<file path="src/rtl/branch_resolve_arb_if.sv">
// Request/comparator/result bundle for branch_resolve_arb.
//   slave  : the arbiter (takes requests and cmp_taken, drives grants, cmp operands, result)
//   master : the surrounding EX/redirect logic (or a testbench)
// Lane fields use the 0/1 suffix for the lane index.
interface branch_resolve_arb_if #(parameter int TAG_W = 4);
  logic             flush;
  logic [1:0]       req_valid;
  logic [1:0]       req_ready;
  logic [2:0]       req_op0, req_op1;
  logic [63:0]      req_r1_0, req_r2_0, req_r1_1, req_r2_1;
  logic [63:0]      req_pc0, req_pc1;
  logic [63:0]      req_tgt0, req_tgt1;
  logic             req_pred0, req_pred1;
  logic [TAG_W-1:0] req_tag0, req_tag1;
  logic [2:0]       cmp_op;
  logic [63:0]      cmp_r1, cmp_r2;
  logic             cmp_taken;
  logic             res_valid;
  logic             res_ready;
  logic             res_lane;
  logic [TAG_W-1:0] res_tag;
  logic             res_taken;
  logic             res_mispredict;
  logic [63:0]      res_redirect_pc;

  modport slave (
    input  flush, req_valid, req_op0, req_op1, req_r1_0, req_r2_0, req_r1_1, req_r2_1,
           req_pc0, req_pc1, req_tgt0, req_tgt1, req_pred0, req_pred1, req_tag0, req_tag1,
           cmp_taken, res_ready,
    output req_ready, cmp_op, cmp_r1, cmp_r2,
           res_valid, res_lane, res_tag, res_taken, res_mispredict, res_redirect_pc
  );

  modport master (
    output flush, req_valid, req_op0, req_op1, req_r1_0, req_r2_0, req_r1_1, req_r2_1,
           req_pc0, req_pc1, req_tgt0, req_tgt1, req_pred0, req_pred1, req_tag0, req_tag1,
           cmp_taken, res_ready,
    input  req_ready, cmp_op, cmp_r1, cmp_r2,
           res_valid, res_lane, res_tag, res_taken, res_mispredict, res_redirect_pc
  );
endinterface

</file>
<file path="src/rtl/branch_resolve_arb.sv">
// branch_resolve_arb: round-robin share of one branch comparator between lane 0
// (main EX) and lane 1 (replay), with a one-entry registered result stage that
// produces taken / mispredict / redirect PC for the fetch/flush logic.
// Ports:
//   clk, rst_n      : clock, synchronous active-low reset
//   bus (slave)     : requests, comparator mux + cmp_taken, result stage
//   stat_resolved, stat_mispred : capture counters, only when BRRES_STATS_EN is defined
// Optional feature macro: BRRES_STATS_EN
module branch_resolve_arb #(
  parameter int TAG_W = 4
) (
  input  logic clk,
  input  logic rst_n,
  branch_resolve_arb_if.slave bus
`ifdef BRRES_STATS_EN
  ,
  output logic [31:0] stat_resolved,
  output logic [31:0] stat_mispred
`endif
);

  logic             rr_ptr;
  logic             free;
  logic             gnt;       // a transfer happens this cycle
  logic             gnt_lane;
  logic             sel;       // lane driving the comparator and capture muxes
  logic             pred_sel;
  logic [63:0]      pc_sel, tgt_sel;
  logic [TAG_W-1:0] tag_sel;

  always_comb begin
    free     = !bus.res_valid || bus.res_ready;
    // rst_n gates the grant so nothing handshakes while reset is held
    gnt      = rst_n && !bus.flush && free && (|bus.req_valid);
    gnt_lane = (&bus.req_valid) ? rr_ptr : bus.req_valid[1];
    // idle cycles park the mux on rr_ptr so cmp_* never floats
    sel      = gnt ? gnt_lane : rr_ptr;

    bus.req_ready = 2'b00;
    if (gnt) bus.req_ready = sel ? 2'b10 : 2'b01;

    bus.cmp_op = sel ? bus.req_op1   : bus.req_op0;
    bus.cmp_r1 = sel ? bus.req_r1_1  : bus.req_r1_0;
    bus.cmp_r2 = sel ? bus.req_r2_1  : bus.req_r2_0;
    pred_sel   = sel ? bus.req_pred1 : bus.req_pred0;
    pc_sel     = sel ? bus.req_pc1   : bus.req_pc0;
    tgt_sel    = sel ? bus.req_tgt1  : bus.req_tgt0;
    tag_sel    = sel ? bus.req_tag1  : bus.req_tag0;
  end

  always_ff @(posedge clk) begin
    if (!rst_n) begin
      rr_ptr              <= 1'b0;
      bus.res_valid       <= 1'b0;
      bus.res_lane        <= 1'b0;
      bus.res_tag         <= '0;
      bus.res_taken       <= 1'b0;
      bus.res_mispredict  <= 1'b0;
      bus.res_redirect_pc <= '0;
`ifdef BRRES_STATS_EN
      stat_resolved       <= '0;
      stat_mispred        <= '0;
`endif
    end else if (bus.flush) begin
      // payload and rr_ptr deliberately keep their value
      bus.res_valid <= 1'b0;
    end else if (gnt) begin
      rr_ptr              <= ~sel;
      bus.res_valid       <= 1'b1;
      bus.res_lane        <= sel;
      bus.res_tag         <= tag_sel;
      bus.res_taken       <= bus.cmp_taken;
      bus.res_mispredict  <= bus.cmp_taken ^ pred_sel;
      bus.res_redirect_pc <= bus.cmp_taken ? tgt_sel : pc_sel + 64'd4;
`ifdef BRRES_STATS_EN
      stat_resolved       <= stat_resolved + 32'd1;
      stat_mispred        <= stat_mispred + {31'd0, bus.cmp_taken ^ pred_sel};
`endif
    end else if (bus.res_ready) begin
      bus.res_valid <= 1'b0;
    end
  end

endmodule

</file>
<file path="src/flat_wrapper.sv">
// flat-port wrapper written by rule: the top's interface ports become plain ports
module branch_resolve_arb_flat 
#(
  parameter int TAG_W = 4
)
  (clk, rst_n, bus_flush, bus_req_valid, bus_req_op0, bus_req_op1, bus_req_r1_0, bus_req_r2_0, bus_req_r1_1, bus_req_r2_1, bus_req_pc0, bus_req_pc1, bus_req_tgt0, bus_req_tgt1, bus_req_pred0, bus_req_pred1, bus_req_tag0, bus_req_tag1, bus_cmp_taken, bus_res_ready, bus_req_ready, bus_cmp_op, bus_cmp_r1, bus_cmp_r2, bus_res_valid, bus_res_lane, bus_res_tag, bus_res_taken, bus_res_mispredict, bus_res_redirect_pc);
  branch_resolve_arb_if #(.TAG_W(TAG_W)) bus_i ();
  input  logic clk;
  input  logic rst_n;
  input wire logic [$bits(bus_i.flush)-1:0] bus_flush;
  input wire logic [$bits(bus_i.req_valid)-1:0] bus_req_valid;
  input wire logic [$bits(bus_i.req_op0)-1:0] bus_req_op0;
  input wire logic [$bits(bus_i.req_op1)-1:0] bus_req_op1;
  input wire logic [$bits(bus_i.req_r1_0)-1:0] bus_req_r1_0;
  input wire logic [$bits(bus_i.req_r2_0)-1:0] bus_req_r2_0;
  input wire logic [$bits(bus_i.req_r1_1)-1:0] bus_req_r1_1;
  input wire logic [$bits(bus_i.req_r2_1)-1:0] bus_req_r2_1;
  input wire logic [$bits(bus_i.req_pc0)-1:0] bus_req_pc0;
  input wire logic [$bits(bus_i.req_pc1)-1:0] bus_req_pc1;
  input wire logic [$bits(bus_i.req_tgt0)-1:0] bus_req_tgt0;
  input wire logic [$bits(bus_i.req_tgt1)-1:0] bus_req_tgt1;
  input wire logic [$bits(bus_i.req_pred0)-1:0] bus_req_pred0;
  input wire logic [$bits(bus_i.req_pred1)-1:0] bus_req_pred1;
  input wire logic [$bits(bus_i.req_tag0)-1:0] bus_req_tag0;
  input wire logic [$bits(bus_i.req_tag1)-1:0] bus_req_tag1;
  input wire logic [$bits(bus_i.cmp_taken)-1:0] bus_cmp_taken;
  input wire logic [$bits(bus_i.res_ready)-1:0] bus_res_ready;
  output wire logic [$bits(bus_i.req_ready)-1:0] bus_req_ready;
  output wire logic [$bits(bus_i.cmp_op)-1:0] bus_cmp_op;
  output wire logic [$bits(bus_i.cmp_r1)-1:0] bus_cmp_r1;
  output wire logic [$bits(bus_i.cmp_r2)-1:0] bus_cmp_r2;
  output wire logic [$bits(bus_i.res_valid)-1:0] bus_res_valid;
  output wire logic [$bits(bus_i.res_lane)-1:0] bus_res_lane;
  output wire logic [$bits(bus_i.res_tag)-1:0] bus_res_tag;
  output wire logic [$bits(bus_i.res_taken)-1:0] bus_res_taken;
  output wire logic [$bits(bus_i.res_mispredict)-1:0] bus_res_mispredict;
  output wire logic [$bits(bus_i.res_redirect_pc)-1:0] bus_res_redirect_pc;
  assign bus_i.flush = bus_flush;
  assign bus_i.req_valid = bus_req_valid;
  assign bus_i.req_op0 = bus_req_op0;
  assign bus_i.req_op1 = bus_req_op1;
  assign bus_i.req_r1_0 = bus_req_r1_0;
  assign bus_i.req_r2_0 = bus_req_r2_0;
  assign bus_i.req_r1_1 = bus_req_r1_1;
  assign bus_i.req_r2_1 = bus_req_r2_1;
  assign bus_i.req_pc0 = bus_req_pc0;
  assign bus_i.req_pc1 = bus_req_pc1;
  assign bus_i.req_tgt0 = bus_req_tgt0;
  assign bus_i.req_tgt1 = bus_req_tgt1;
  assign bus_i.req_pred0 = bus_req_pred0;
  assign bus_i.req_pred1 = bus_req_pred1;
  assign bus_i.req_tag0 = bus_req_tag0;
  assign bus_i.req_tag1 = bus_req_tag1;
  assign bus_i.cmp_taken = bus_cmp_taken;
  assign bus_i.res_ready = bus_res_ready;
  assign bus_req_ready = bus_i.req_ready;
  assign bus_cmp_op = bus_i.cmp_op;
  assign bus_cmp_r1 = bus_i.cmp_r1;
  assign bus_cmp_r2 = bus_i.cmp_r2;
  assign bus_res_valid = bus_i.res_valid;
  assign bus_res_lane = bus_i.res_lane;
  assign bus_res_tag = bus_i.res_tag;
  assign bus_res_taken = bus_i.res_taken;
  assign bus_res_mispredict = bus_i.res_mispredict;
  assign bus_res_redirect_pc = bus_i.res_redirect_pc;
  branch_resolve_arb #(.TAG_W(TAG_W)) u_core (.clk(clk), .rst_n(rst_n), .bus(bus_i));
endmodule
</file>
<file path="config.mk">
export PLATFORM = sky130hd
export DESIGN_NAME = branch_resolve_arb_flat
export DESIGN_NICKNAME = d
export VERILOG_FILES = /design/src/rtl/branch_resolve_arb_if.sv /design/src/rtl/branch_resolve_arb.sv /design/src/flat_wrapper.sv
export SDC_FILE = /design/constraint.sdc
export NUM_CORES = 1
export LEC_CHECK = 0
export ABC_AREA = 1
export CORE_AREA = 5 5 285 287
export DETAILED_ROUTE_END_ITERATION = 10
export DIE_AREA = 0 0 290 292
export SYNTH_ARGS = -nofsm -noshare
export SYNTH_HDL_FRONTEND = slang
export SYNTH_SLANG_ARGS = --single-unit
</file>
<file path="constraint.sdc">
create_clock -name clk -period 2.9 [get_ports clk]
set_clock_uncertainty 0.1 [all_clocks]
set_input_delay 0.725 -clock clk [delete_from_list [all_inputs] [get_ports clk]]
set_output_delay 0.725 -clock clk [all_outputs]
set_load 0.01 [all_outputs]
</file>
==> metrics.csv, run 1 <==
metric,value,unit
Clk network pwr share,16.3,%
H-tree levels,3,
fillers,8405,
Tmin final,3080,ps
GP Congestion,0.984,
final total power,0.00712,W
setup slack after layout,-178,ps
largest cells by area after synthesis,"nand2_1 (35%), dfxtp_1 (15%), nor2_1 (9.6%)",
r2r worst-path depth,19,
DR vias/cell,4.26,
Power Dens Cells,273,nW/um^2
fin. max-slew vios,0,
total clock sinks,73,
Initial Utilization,12.3,%
Synth Area in XOR/XNOR,0.454,%
worst-margin pin slew,611,ps
drt total wl,91800,um
synth warn,0,
final setup vio count,165,
Initial DRC Count,1246,
Crit Path Category,primary input to register,
I/O Buffers,739,
pin count of the biggest net entering global routing,50,
share of cells above drive strength 1,43.1,%
via count,17400,
Lkg Pwr,11.9,nW
Clock Pin Slew Worst Setup and Hold Paths,60,ps
"Req. time, crit path",3100,ps
maxcap violations,0,
crit path max-delay cell type,nor2_4,
main combinational cell family by area after synthesis,simple AND/OR/NAND/NOR gates,
CORE AREA,78400,sq um
simple-gate area share of the yosys netlist,58.4,%
"Data arrival, critical path",3280,ps
DP HPWL,70900,um
number of routed nets with antenna violations,0,
"Net Count, Synth",2522,
crit share post-route,106,%
register-to-register setup slack,-40,ps
sequential element share of the synthesized area,15.1,%
reg-to-reg critical path startpoint,u_core.bus.res_valid,
Clock Path Buffers,2,
most common cell in the netlist,nand2_1,
Avg Inst Size Synth,4.86,sq um
drt drc,0,
Hold Path Cell Cnt,2,
RSZ-0062 raised after global routing,yes,
Yosys cell types,34,
Post-synth EDFFs,0,
router iterations before antenna repair,5,
"top cells by count, synth","nand2_1 (899), nor2_1 (246), o21ai_0 (184)",
die span in y,292,um
GR Util All Layers,19.3,%
Slew HR,58.9,%
slowest cell delay on critical path,200,ps
status,"complete, but fails checks",
Post-synth top flop,dfxtp_1,
compound-cell area share of the yosys netlist,14.4,%
Critical Path End Type,register,
Reg power frac,15.6,%
gr ovfl total,0,
CTS tree,yes,
Critical Path End,u_core.bus.res_redirect_pc[41],
io pins,740,
maximum fanout along the worst path,5,
worst skew pair latency,370,ps
CP cell instances,buf_8 -> buf_6 -> nor2_4 -> nand3_4 -> nand2_4 -> nand2_8 -> buf_12 -> buf_12 -> buf_12 -> buf_8 -> nand2_4 -> nand2_4 -> nor2_4 -> nand2_4 -> buf_4 -> nor2_4 -> nand2_2 -> nor2_4 -> nand2_1 -> nand2_1 -> nand3_2 -> a21oi_1,
clk root buf,clkbuf_16,
Worst setup SP type,primary input,
area share of the largest cell type after synthesis,35.0,%
initial antenna violation count,12,
Psw,0.00303,W
Num CTS Buffers,9,
Net Sw Frac,42.6,%
Die X,290,um
Nets,3556,
Post-Synth Adder-Cell Area,0.130,%
crit path launch,bus_flush,
die area,84700,sq um
Achievable Freq,0.325,GHz
multiplexer area fraction after synthesis,0.104,%
Reg-to-Reg End,u_core.bus.res_redirect_pc[43],
Netlist Area Pre-Place,9650,sq um
post-layout util,33.3,%
Synth Register Bits,73,
Cells after Synth,1986,
Hold Crit Class,register to register,
failing checks,negative setup slack,
first-pass GRT wire length,121000,um
Int Power,0.00408,W
Syn-to-layout area delta,171,%
Synth async-reset ratio,0,%
vias in the first global route,16800,
maximum vdd drop,221,uV
WL/cell,22.5,um
num rows,103,
"area leader, netlist",nand2_1,
Fin. Hold Viols,0,
Logic pwr share,68.0,%
-- through the flow --
step / hold WS (ps) / TNS [ps] / setup WS (ps) / std cells / area (sq um)
final: 370 / -15800 / -178 / 4079 / 26100
after CTS: 370 / -8410 / -153 / 4010 / 22700
after detailed placement: 359 / -175020 / -1290 / 3921 / 20100
after floorplan: 389 / 0 / 1.32 / 1986 / 9770
after global placement: 356 / -171920 / -1240 / 3921 / 20100
after global routing: 403 / -29100 / -276 / 4078 / 26100
-- power groups by stage --
stage	registers, W	logic [W]	clock network [W]
after CTS	0.00111	0.00407	0.00121
final	0.00111	0.00484	0.00116
after global placement	0.00113	0.00355	0
after global routing	0.00112	0.00511	0.00122
after detailed placement	0.00113	0.00354	0
after floorplan	0.00115	0.00119	0
-- flip-flops by register name, indices dropped and copies added, names as in the netlist --
name	cells
u_core.bus.res_redirect_pc	64
u_core.bus.res_lane	1
u_core.rr_ptr	1
u_core.bus.res_valid	1
u_core.bus.res_taken	1
u_core.bus.res_tag	4
u_core.bus.res_mispredict	1
-- per-layer routing --
| layer | track usage [%] | part of all wire, % | vias to the layer above |
|---|---|---|---|
| met5 | 0 | 0.074 | - |
| met3 | 4.04 | 7.5 | 148 |
| met2 | 34.6 | 50 | 900 |
| li1 | - | - | 8307 |
| met1 | 23.1 | 39 | 8018 |
| met4 | 6.29 | 3.6 | 12 |
-- worst min-delay path by stage --
| stage | endpoint | slack, ps | start |
|---|---|---|---|
| finish | u_core.bus.res_tag[3] | 370 | u_core.bus.res_tag[3] |
| global route | u_core.bus.res_tag[3] | 400 | u_core.bus.res_tag[3] |
| CTS | u_core.bus.res_tag[3] | 370 | u_core.bus.res_tag[3] |
| detailed placement | u_core.bus.res_tag[3] | 360 | u_core.bus.res_tag[3] |
| global placement | u_core.bus.res_tag[3] | 360 | u_core.bus.res_tag[3] |
| floorplan | u_core.bus.res_lane | 390 | u_core.bus.res_lane |
-- kinds of logic (layout without fill, tap and decap cells) --
| family | Yosys count | after routing |
|---|---|---|
| and+or+nand+nor | 1366 | 1366 |
| buffers and inverters | 271 | 1309 |
| AOI/OAI and AO/OA | 269 | 269 |
| DFF | 73 | 73 |
| xor gates and xnor gates | 5 | 5 |
| adders and majority gates | 1 | 1 |
| muxes | 1 | 1 |
| other | 0 | 5 |
-- final cells by class --
| class | count | area (sq um) | area share, % |
|---|---|---|---|
| diodes | 5 | 12.5 | 0.0479 |
| inverters | 163 | 621 | 2.38 |
| well taps | 1050 | 1310 | 5.03 |
| multi-input cells | 1642 | 10700 | 41.2 |
| repair buffers | 1131 | 11700 | 44.7 |
| flip-flops and latches | 73 | 1460 | 5.60 |
| clock buffers | 11 | 243 | 0.930 |
| clock inverters | 4 | 28.8 | 0.110 |
-- cells in the final DEF, fill, tap and decap left out, drive strengths merged, types with 19 or more instances in the layout --
cell,instances
nand2,911
clkdlybuf4s50,600
buf,519
nor2,280
o21ai,190
inv,162
nand3,129
dfxtp,73
a21oi,53
nand3b,37
clkbuf,20
a31oi,19
-- worst max-delay path: cells and delay by family --
family / cells / cell delay, ps
buffers and inverters: 7 / 890
AO/OA/AOI/OAI: 1 / 160
AND/OR/NAND/NOR: 14 / 1500
-- what timing repair did --
item | CTS | global route
hold buffers | 0 | 0
setup buffers | 53 | 64
endpoints found under the setup margin | 193 | 184
hold endpoints to repair | 0 | 0
pin swaps | 88 | 264
gates cloned | 21 | 12
resized for setup | 1087 | 750
Note: power is estimated with default switching activity, not from simulation.
==> run 2, diff against run 1 <==
- REMOVE_ABC_BUFFERS: default -> 1
- SLEW_MARGIN: default -> 40
==> metrics.csv, run 2 (same netlist as run 1, synthesis figures left out) <==
metric,value,unit,change
WL/cell,20.6,um,-8.5%
Fin. Hold Viols,0,,unchanged
worst-margin pin slew,788,ps,+178 ps
maxcap violations,0,,unchanged
Top Registers,"u_core.bus.res_redirect_pc: 64 flops, u_core.bus.res_tag: 4 flops",,
drt drc,0,,unchanged
Clock Pin Slew Worst Setup and Hold Paths,60,ps,about the same
Placed Area,20100,sq um,-0.16%
DR vias/cell,4.09,,-3.9%
Achievable Freq,0.338,GHz,+4.0%
hold_ws,369,ps,-0.299 ps
Num CTS Buffers,9,,unchanged
Initial Utilization,12.3,%,unchanged
crit share post-route,102,%,-4.1 points
final setup vio count,59,,-64%
gr ovfl total,0,,unchanged
Crit path buffers/inverters,7,,unchanged
maximum fanout along the worst path,6,,+1
"Data arrival, critical path",2130,ps,-1150 ps
critical path depth,13,,-41%
router iterations before antenna repair,5,,unchanged
number of routed nets with antenna violations,0,,unchanged
H-tree levels,3,,unchanged
critical hold path startpoint,u_core.bus.res_lane,,
Critical Path End,bus_cmp_r1[27],,
RSZ-0062 raised after global routing,yes,,
io pins,740,,unchanged
"most common cell after layout, fill and taps aside",nand2_1,,
max FFs per register,64,,unchanged
Initial DRC Count,1005,,-19%
first-pass GRT wire length,113000,um,-6.4%
vias in the first global route,16200,,-3.6%
"Req. time, crit path",2080,ps,-1020 ps
drt total wl,82800,um,-9.8%
Nets,3487,,-1.9%
CP cell instances,buf_6 -> inv_1 -> nand2_2 -> nor2_4 -> nand3_4 -> nand2_8 -> buf_12 -> buf_16 -> buf_8 -> buf_8 -> nand2_1 -> nand2_1 -> buf_2,,
num rows,103,,unchanged
register-to-register setup slack,170,ps,+210 ps
pin count of the biggest net entering global routing,70,,+40%
total clock sinks,73,,unchanged
"commonest cells after routing, fill and taps aside","nand2_1 (621), clkdlybuf4s50_1 (600), nand2_2 (230), buf_4 (224), o21ai_0 (183)",,
via count,16500,,-5.3%
crit path launch,bus_flush,,
Slew HR,47.5,%,-11 points
CORE AREA,78400,sq um,unchanged
Power Dens Cells,273,nW/um^2,about the same
CTS hold repair buffers,0,,unchanged
Lkg Pwr,10.4,nW,-12%
design area,23200,sq um,-11%
initial antenna violation count,36,,+24
Biggest register,u_core.bus.res_redirect_pc,,
clk root buf,clkbuf_16,,
die span in y,292,um,unchanged
GR Util All Layers,18.1,%,-1.3 points
slowest cell delay on critical path,140,ps,-60 ps
setup slack after layout,-58.8,ps,+119 ps
Reg-to-Reg End,u_core.bus.res_redirect_pc[50],,
CTS tree,yes,,
die area,84700,sq um,unchanged
failing checks,negative setup slack,,
Crit Path Category,primary input to output port,,
Clock Path Buffers,2,,unchanged
maximum vdd drop,225,uV,+1.8%
worst skew pair latency,370,ps,about the same
"delay-heaviest family, CP",buffers and inverters,,
fillers,8756,,+4.2%
Tmin final,2960,ps,-119 ps
GP Congestion,0.991,,+0.75%
reg-to-reg critical path startpoint,u_core.rr_ptr,,
DP HPWL,68600,um,-3.3%
fin. max-slew vios,0,,unchanged
Worst setup SP type,primary input,,
Critical Path End Type,output port,,
Syn-to-layout area delta,140,%,
Hold Path Cell Cnt,2,,unchanged
r2r worst-path depth,17,,-2
crit path max-delay cell type,nor2_4,,
I/O Buffers,739,,unchanged
Hold Crit Class,register to register,,
Die X,290,um,unchanged
status,"complete, but fails checks",,
share of cells above drive strength 1,32.7,%,-10 points
[run 2: area by class of cell]
| cell class | count | area, sq um | area share [%] |
|---|---|---|---|
| flip-flops and latches | 73 | 1460 | 6.31 |
| diodes | 16 | 40.0 | 0.173 |
| repair buffers | 1062 | 10500 | 45.4 |
| well taps | 1050 | 1310 | 5.67 |
| inverters | 163 | 614 | 2.65 |
| clock inverters | 7 | 78.8 | 0.340 |
| multi-input cells | 1642 | 8920 | 38.5 |
| clock buffers | 9 | 225 | 0.972 |
[run 2: worst min path at each step]
stage,to
final,u_core.bus.res_lane
after global routing,u_core.bus.res_tag[3]
after CTS,u_core.bus.res_tag[3]
after detailed placement,u_core.bus.res_tag[3]
after global placement,u_core.bus.res_tag[3]
after floorplan,u_core.bus.res_lane
[run 2: per-layer routing]
layer | part of all wire [%] | global-route usage, %
met2 | 50 | 32.2
met4 | 2.9 | 5.40
met3 | 7.5 | 5.62
met1 | 39 | 20.8
met5 | 0.22 | 0
[run 2: per-stage QoR]
step	total power, W	utilization [%]	setup slack [ps]	std cells	TNS, ps
floorplan	0.00228	-	-3770	1878	-653910
global placement	0.00449	25.6	-935	3921	-148380
detailed placement	0.00448	25.6	-945	3921	-150010
CTS	0.00601	27.4	-125	3990	-1280
global route	0.00669	29.5	-144	4008	-9650
finish	0.00632	29.6	-58.8	4022	-1510
[run 2: what timing repair did]
| action | 4_1_cts | 5_1_grt |
|---|---|---|
| endpoints found under the setup margin | 186 | 179 |
| buffers inserted | 42 | 17 |
| gates resized for setup | 804 | 427 |
| cloned | 11 | 6 |
| pin swaps | 69 | 114 |
[run 2: power breakdown]
group	total, W	switching, W	internal, W
clock network	0.00125	0.000574	0.000676
logic	0.00396	0.00194	0.00203
registers	0.00110	0.0000339	0.00107
total	0.00632	0.00255	0.00377
[run 2: worst min-delay path: cells and delay by family, from the launching register on]
family / cells / cell delay (ps)
AOI/OAI and AO/OA: 1 / 60
and+or+nand+nor: 1 / 60
DFF: 1 / 310
